==> config.mk <==
export PLATFORM = sky130hd
export DESIGN_NAME = pwm_peripheral
export DESIGN_NICKNAME = d
export VERILOG_FILES = /design/src/rtl/pwm_pkg.sv /design/src/rtl/pwm_timebase.sv /design/src/rtl/pwm_peripheral.sv
export SDC_FILE = /design/constraint.sdc
export NUM_CORES = 1
export LEC_CHECK = 0
export CAP_MARGIN = 20
export CORE_ASPECT_RATIO = 1.2
export CORE_MARGIN = 5
export CORE_UTILIZATION = 50
export CTS_BUF_LIST = sky130_fd_sc_hd__clkbuf_8
export DETAILED_ROUTE_END_ITERATION = 16
export PLACE_DENSITY = 0.93
export SLEW_MARGIN = 20
export SYNTH_ARGS = -nofsm -noshare
export SYNTH_HDL_FRONTEND = slang
export SYNTH_HIERARCHICAL = 1
export SYNTH_SLANG_ARGS = --single-unit
==> constraint.sdc <==
create_clock -name clk -period 5.25 [get_ports clk]
set_clock_uncertainty 0.2 [all_clocks]
set_input_delay 1.05 -clock clk [delete_from_list [all_inputs] [get_ports clk]]
set_output_delay 1.05 -clock clk [all_outputs]
set_load 0.02 [all_outputs]
==> src/rtl/pwm_pkg.sv <==
// Shared types, constants and helpers for the PWM output peripheral.
package pwm_pkg;

    localparam int PWM_CNT_W            = 8;
    localparam int PRESCALE_DIV_DEFAULT = 13;
    localparam int NUM_OUTPUTS          = 16;

    typedef logic [PWM_CNT_W-1:0] pwm_cnt_t;

    localparam pwm_cnt_t DUTY_OFF  = 8'h00;
    localparam pwm_cnt_t DUTY_FULL = 8'hFF;

    // How a single output pin is driven this cycle.
    typedef enum logic [1:0] {
        OUT_MODE_OFF  = 2'd0,
        OUT_MODE_HIGH = 2'd1,
        OUT_MODE_PWM  = 2'd2
    } out_mode_e;

    // Output enable wins over PWM select: a disabled pin is always low.
    function automatic out_mode_e out_mode(input logic en_out, input logic en_pwm);
        out_mode_e m;
        if (!en_out) begin
            m = OUT_MODE_OFF;
        end else if (en_pwm) begin
            m = OUT_MODE_PWM;
        end else begin
            m = OUT_MODE_HIGH;
        end
        return m;
    endfunction

    // Level of the shared PWM waveform. Full-scale duty is forced high so
    // the waveform never shows a one-step low gap at the counter wrap.
    function automatic logic pwm_level(input pwm_cnt_t cnt, input pwm_cnt_t duty);
        return (duty == DUTY_FULL) || (cnt < duty);
    endfunction

endpackage

==> src/rtl/pwm_timebase.sv <==
// Prescaler plus 8-bit period counter shared by all PWM outputs.
// pwm_cnt advances once every PRESCALE_DIV clocks; period_start is high in
// the single cycle where both counters are zero.
module pwm_timebase
    import pwm_pkg::*;
#(
    parameter int PRESCALE_DIV = PRESCALE_DIV_DEFAULT
) (
    input  logic     clk,
    input  logic     rst,
    output pwm_cnt_t pwm_cnt,
    output logic     period_start
);

    // A one-bit prescaler is kept for PRESCALE_DIV=1; it simply stays at 0.
    localparam int              PRE_W    = (PRESCALE_DIV > 1) ? $clog2(PRESCALE_DIV) : 1;
    localparam logic [PRE_W-1:0] PRE_LAST = PRE_W'(PRESCALE_DIV - 1);

    logic [PRE_W-1:0] pre_cnt_q;
    logic [PRE_W-1:0] pre_cnt_d;
    pwm_cnt_t         pwm_cnt_q;
    pwm_cnt_t         pwm_cnt_d;
    logic             tick;

    // Next-state: prescaler wraps on tick, period counter steps on tick
    // and wraps naturally from 255 to 0.
    always_comb begin
        tick      = (pre_cnt_q == PRE_LAST);
        pre_cnt_d = tick ? '0 : pre_cnt_q + 1'b1;
        pwm_cnt_d = tick ? pwm_cnt_q + 1'b1 : pwm_cnt_q;
    end

    // Counter registers; reset restarts a fresh period.
    always_ff @(posedge clk) begin
        if (rst) begin
            pre_cnt_q <= '0;
            pwm_cnt_q <= '0;
        end else begin
            pre_cnt_q <= pre_cnt_d;
            pwm_cnt_q <= pwm_cnt_d;
        end
    end

    assign pwm_cnt      = pwm_cnt_q;
    assign period_start = (pre_cnt_q == '0) && (pwm_cnt_q == '0);

endmodule

==> src/rtl/pwm_peripheral.sv <==
// Drives 16 chip outputs from the SPI-written control registers. Each pin is
// low, static high, or follows one shared PWM waveform. The duty value is
// shadowed and only taken at a period boundary so the waveform never glitches;
// enables are used live and reach the pins one clock later.
//
// Interface contract: there is no valid/ready handshake. All control inputs
// are held registers in the clk domain and are sampled on every clock edge.
module pwm_peripheral
    import pwm_pkg::*;
#(
    parameter int PRESCALE_DIV = PRESCALE_DIV_DEFAULT
) (
    input  logic       clk,
    input  logic       rst,
    input  logic [7:0] en_reg_out_7_0,
    input  logic [7:0] en_reg_out_15_8,
    input  logic [7:0] en_reg_pwm_7_0,
    input  logic [7:0] en_reg_pwm_15_8,
    input  logic [7:0] pwm_duty_cycle,
    output logic [7:0] out_7_0,
    output logic [7:0] out_15_8,
    output logic       pwm_period_start
);

    pwm_cnt_t               pwm_cnt;
    logic                   period_start;

    logic [NUM_OUTPUTS-1:0] en_out;
    logic [NUM_OUTPUTS-1:0] en_pwm;

    pwm_cnt_t               duty_shadow_q;
    pwm_cnt_t               duty_shadow_d;
    pwm_cnt_t               duty_eff;
    logic                   pwm_sig;

    logic [NUM_OUTPUTS-1:0] out_q;
    logic [NUM_OUTPUTS-1:0] out_d;
    logic                   period_start_q;

    pwm_timebase #(
        .PRESCALE_DIV (PRESCALE_DIV)
    ) u_timebase (
        .clk          (clk),
        .rst          (rst),
        .pwm_cnt      (pwm_cnt),
        .period_start (period_start)
    );

    assign en_out = {en_reg_out_15_8, en_reg_out_7_0};
    assign en_pwm = {en_reg_pwm_15_8, en_reg_pwm_7_0};

    // Duty selection: the period-start cycle already uses the incoming duty,
    // every other cycle uses the value captured at the last period start.
    always_comb begin
        duty_eff      = period_start ? pwm_duty_cycle : duty_shadow_q;
        duty_shadow_d = duty_eff;
        pwm_sig       = pwm_level(pwm_cnt, duty_eff);
    end

    // Per-pin output mux.
    always_comb begin
        out_d = '0;
        for (int i = 0; i < NUM_OUTPUTS; i++) begin
            case (out_mode(en_out[i], en_pwm[i]))
                OUT_MODE_HIGH: out_d[i] = 1'b1;
                OUT_MODE_PWM:  out_d[i] = pwm_sig;
                default:       out_d[i] = 1'b0;
            endcase
        end
    end

    // Registered duty shadow, pins and period strobe.
    always_ff @(posedge clk) begin
        if (rst) begin
            duty_shadow_q  <= DUTY_OFF;
            out_q          <= '0;
            period_start_q <= 1'b0;
        end else begin
            duty_shadow_q  <= duty_shadow_d;
            out_q          <= out_d;
            period_start_q <= period_start;
        end
    end

    assign out_7_0          = out_q[7:0];
    assign out_15_8         = out_q[15:8];
    assign pwm_period_start = period_start_q;

endmodule

==> flow_summary.ini <==
[sta]
whs_ps = 306
rsz0062_at_grt = no
relSlewSlack_pct = 38.8
finalSetupViolCount = 0
worstMarginPinSlew_ps = 917
final-hold-violation-count = 0
period_share_pct = 69.1
fmax_mhz = 276
drv_slew = 0
final.setup.tns_ps = 0
period_needed_ps = 3630

[finish]
register_area_um2 = 741
nets = 278
layout_commonest_cell = clkdlybuf4s50_1
drive_gt1_share_pct = 11.9
areaGrowthSynthToFinish_pct = 41.5
final_cell_mix = clkdlybuf4s50_1 (58), dfxtp_1 (37), inv_1 (21)
fill_cells = 229
diodes = 0
multi_input_area_um2 = 832

[placed_design]
hpwlAfterDp_um = 3230
place.gp.congestion = 0.763
numPortBuffers = 58

[pwr]
internal_power_mw = 0.519
p_per_area_mw_per_mm2 = 286
ir_worst_vdd_mv = 0.360
power.share.combinational_pct = 18.5
leakage_nw = 0.971
seqPwrFrac_pct = 44.2
totalPowerFinal_mw = 0.688
p_sw_share_pct = 24.6
clkPwrFrac_pct = 37.3
switchingPower_mw = 0.169

[flow_run]
maxCapViolCount = 0

[drt]
wire_per_inst_um = 16.7
dr.pass1.iters = 4
vias = 1470
drtIter0Drc = 61
drc = 0
detail_route.vias_per_cell = 5.59
drtAntennaViolNets = 0
finalWirelength_um = 4390

[clock_tree]
clock_path_buffers = 2
cts_htree_levels = 2
root_buffer = clkbuf_8
clk_latency_ps = 290
cts_resized = 0
postCtsHoldBufs = 0
numCtsBuffers = 5
cts_setup_buffers = 0
cts_tree = built
path_clk_slew_ps = 70
cts_num_sinks = 37

[outcome]
status = finished, final reports clean

[floorplan]
die_area_mm2 = 0.00467
core-area_mm2 = 0.00331
rows = 23
ios = 59
die_y_um = 73.9
die_w_um = 63.2
initial_utilization_pct = 51.4

[setup_path]
critPathCaptureType = flip-flop
path_max_fanout = 16
critPathKind = flip-flop to flip-flop
rrSetupSlack_ps = 1620
cp-start-kind = flip-flop
critPathArrivalTime_ps = 3610
crit_slowest_cell = and4_1
worstPathRequired_ps = 5230
slowest_delay_ps = 620
path_cells = nor4_1 -> and4_1 -> mux2i_1 -> ha_1 -> a41o_1 -> a21oi_1 -> nand3_2 -> a311oi_1

[global_route]
grt_overflow_total = 0
grt_start_max_net_pins = 38
track_usage_pct = 18.8
grt_pass1_wl_um = 6860
antenna_found_initial = 0
grt_pass1_vias = 1539

[yosys]
ys_ff_latch = 37
syn_area_mm2 = 0.00170
ys_warn_count = 6
syn_inst = 167
async_flop_share_pct = 0
synth_ff_type = dfxtp_1
syn_area_per_cell_um2 = 10.2
ys_types = 36
seq_area_frac_synth_pct = 43.6
synth_fp_nets = 220
synth-edff-count = 0

[worst_hold_path]
hold_path_class = flip-flop to flip-flop
-- layer usage --
metal  vias up  global-route usage, %  part of all wire (%)
met4         0                   13.6                   4.2
met5         -                      0                     0
met3        20                   5.81                   4.7
met1       684                   18.2                    36
met2        48                   33.6                    55
li1        718                      -                     -
-- Yosys cell counts, drive strengths merged (3+ instances only) --
cell	n	area, um^2
dfxtp	37	741
inv	21	78.8
a311oi	16	203
ha	11	138
nor2	11	41.3
a21oi	9	45.0
mux2i	8	83.8
nand2	6	22.5
nand3	5	35.0
o21ai	5	28.8
buf	4	33.8
clkbuf	4	15.0
nand4	3	18.8
nor4	3	25.0
or3	3	20.0
or4	3	22.5
-- power by group through the flow --
stage          sequential (mW)  combinational, mW  clock [mW]
2_1_floorplan            0.320             0.0569           0
3_3_place_gp             0.309              0.122           0
3_5_place_dp             0.310              0.127           0
4_1_cts                  0.304              0.128       0.260
5_1_grt                  0.305              0.137       0.273
6_report                 0.304              0.127       0.257
-- metrics by stage --
stage	area (um^2)	util (%)	cells	worst slack, ps
global route	2410	72.7	263	1410
CTS	2410	72.7	263	1660
floorplan	1700	-	167	2490
finish	2410	72.7	263	1620
detailed placement	2290	69.1	255	1620
global placement	2290	69.1	255	1810
-- sequential cells by signal, summed over array words and instances, names as in the netlist --
name                  cells
duty_shadow_q             8
u_timebase/pre_cnt_q      4
out_q                    16
u_timebase/pwm_cnt        8
pwm_period_start          1
-- cell type report --
type                            count  area share [%]
Clock inverter                      2            1.56
Sequential cell                    37            30.8
Clock buffer                        6            3.43
Multi-Input combinational cell    101            34.6
Tap cell                           37            1.92
Inverter                           21            3.28
Timing Repair Buffer               59            24.4
-- kinds of logic (layout without fill, tap and decap cells) --
group,count (synthesis),after routing,share of synthesized area [%]
DFF,37,37,43.6
buffers and inverters,29,88,7.51
xor gates and xnor gates,3,3,1.55
and+or+nand+nor,42,42,14.2
muxes,8,8,4.93
AOI/OAI and AO/OA,37,37,20.2
adders and majority gates,11,11,8.09
-- worst max-delay path, delay by kind of cell (launching register included) --
kind,cells,cell delay (ps)
compound gates,3,870
mux,1,410
fa+ha+maj,1,330
simple gates,3,1330
flops,1,380
-- path summary, 6_finish.rpt --
path / from / endpoint / cells past startpoint
worst max-delay path: u_timebase/pwm_cnt[2]$_SDFFE_PP0N_ / out_q[15]$_SDFF_PP0_ / 8
worst min-delay path: u_timebase/pre_cnt_q[0]$_SDFF_PP0_ / u_timebase/pre_cnt_q[0]$_SDFF_PP0_ / 1
worst max register to register: u_timebase/pwm_cnt[2]$_SDFFE_PP0N_ / out_q[15]$_SDFF_PP0_ / 8
worst min register to register: u_timebase/pre_cnt_q[0]$_SDFF_PP0_ / u_timebase/pre_cnt_q[0]$_SDFF_PP0_ / 1
No activity file was read; power rests on OpenSTA's default activity.
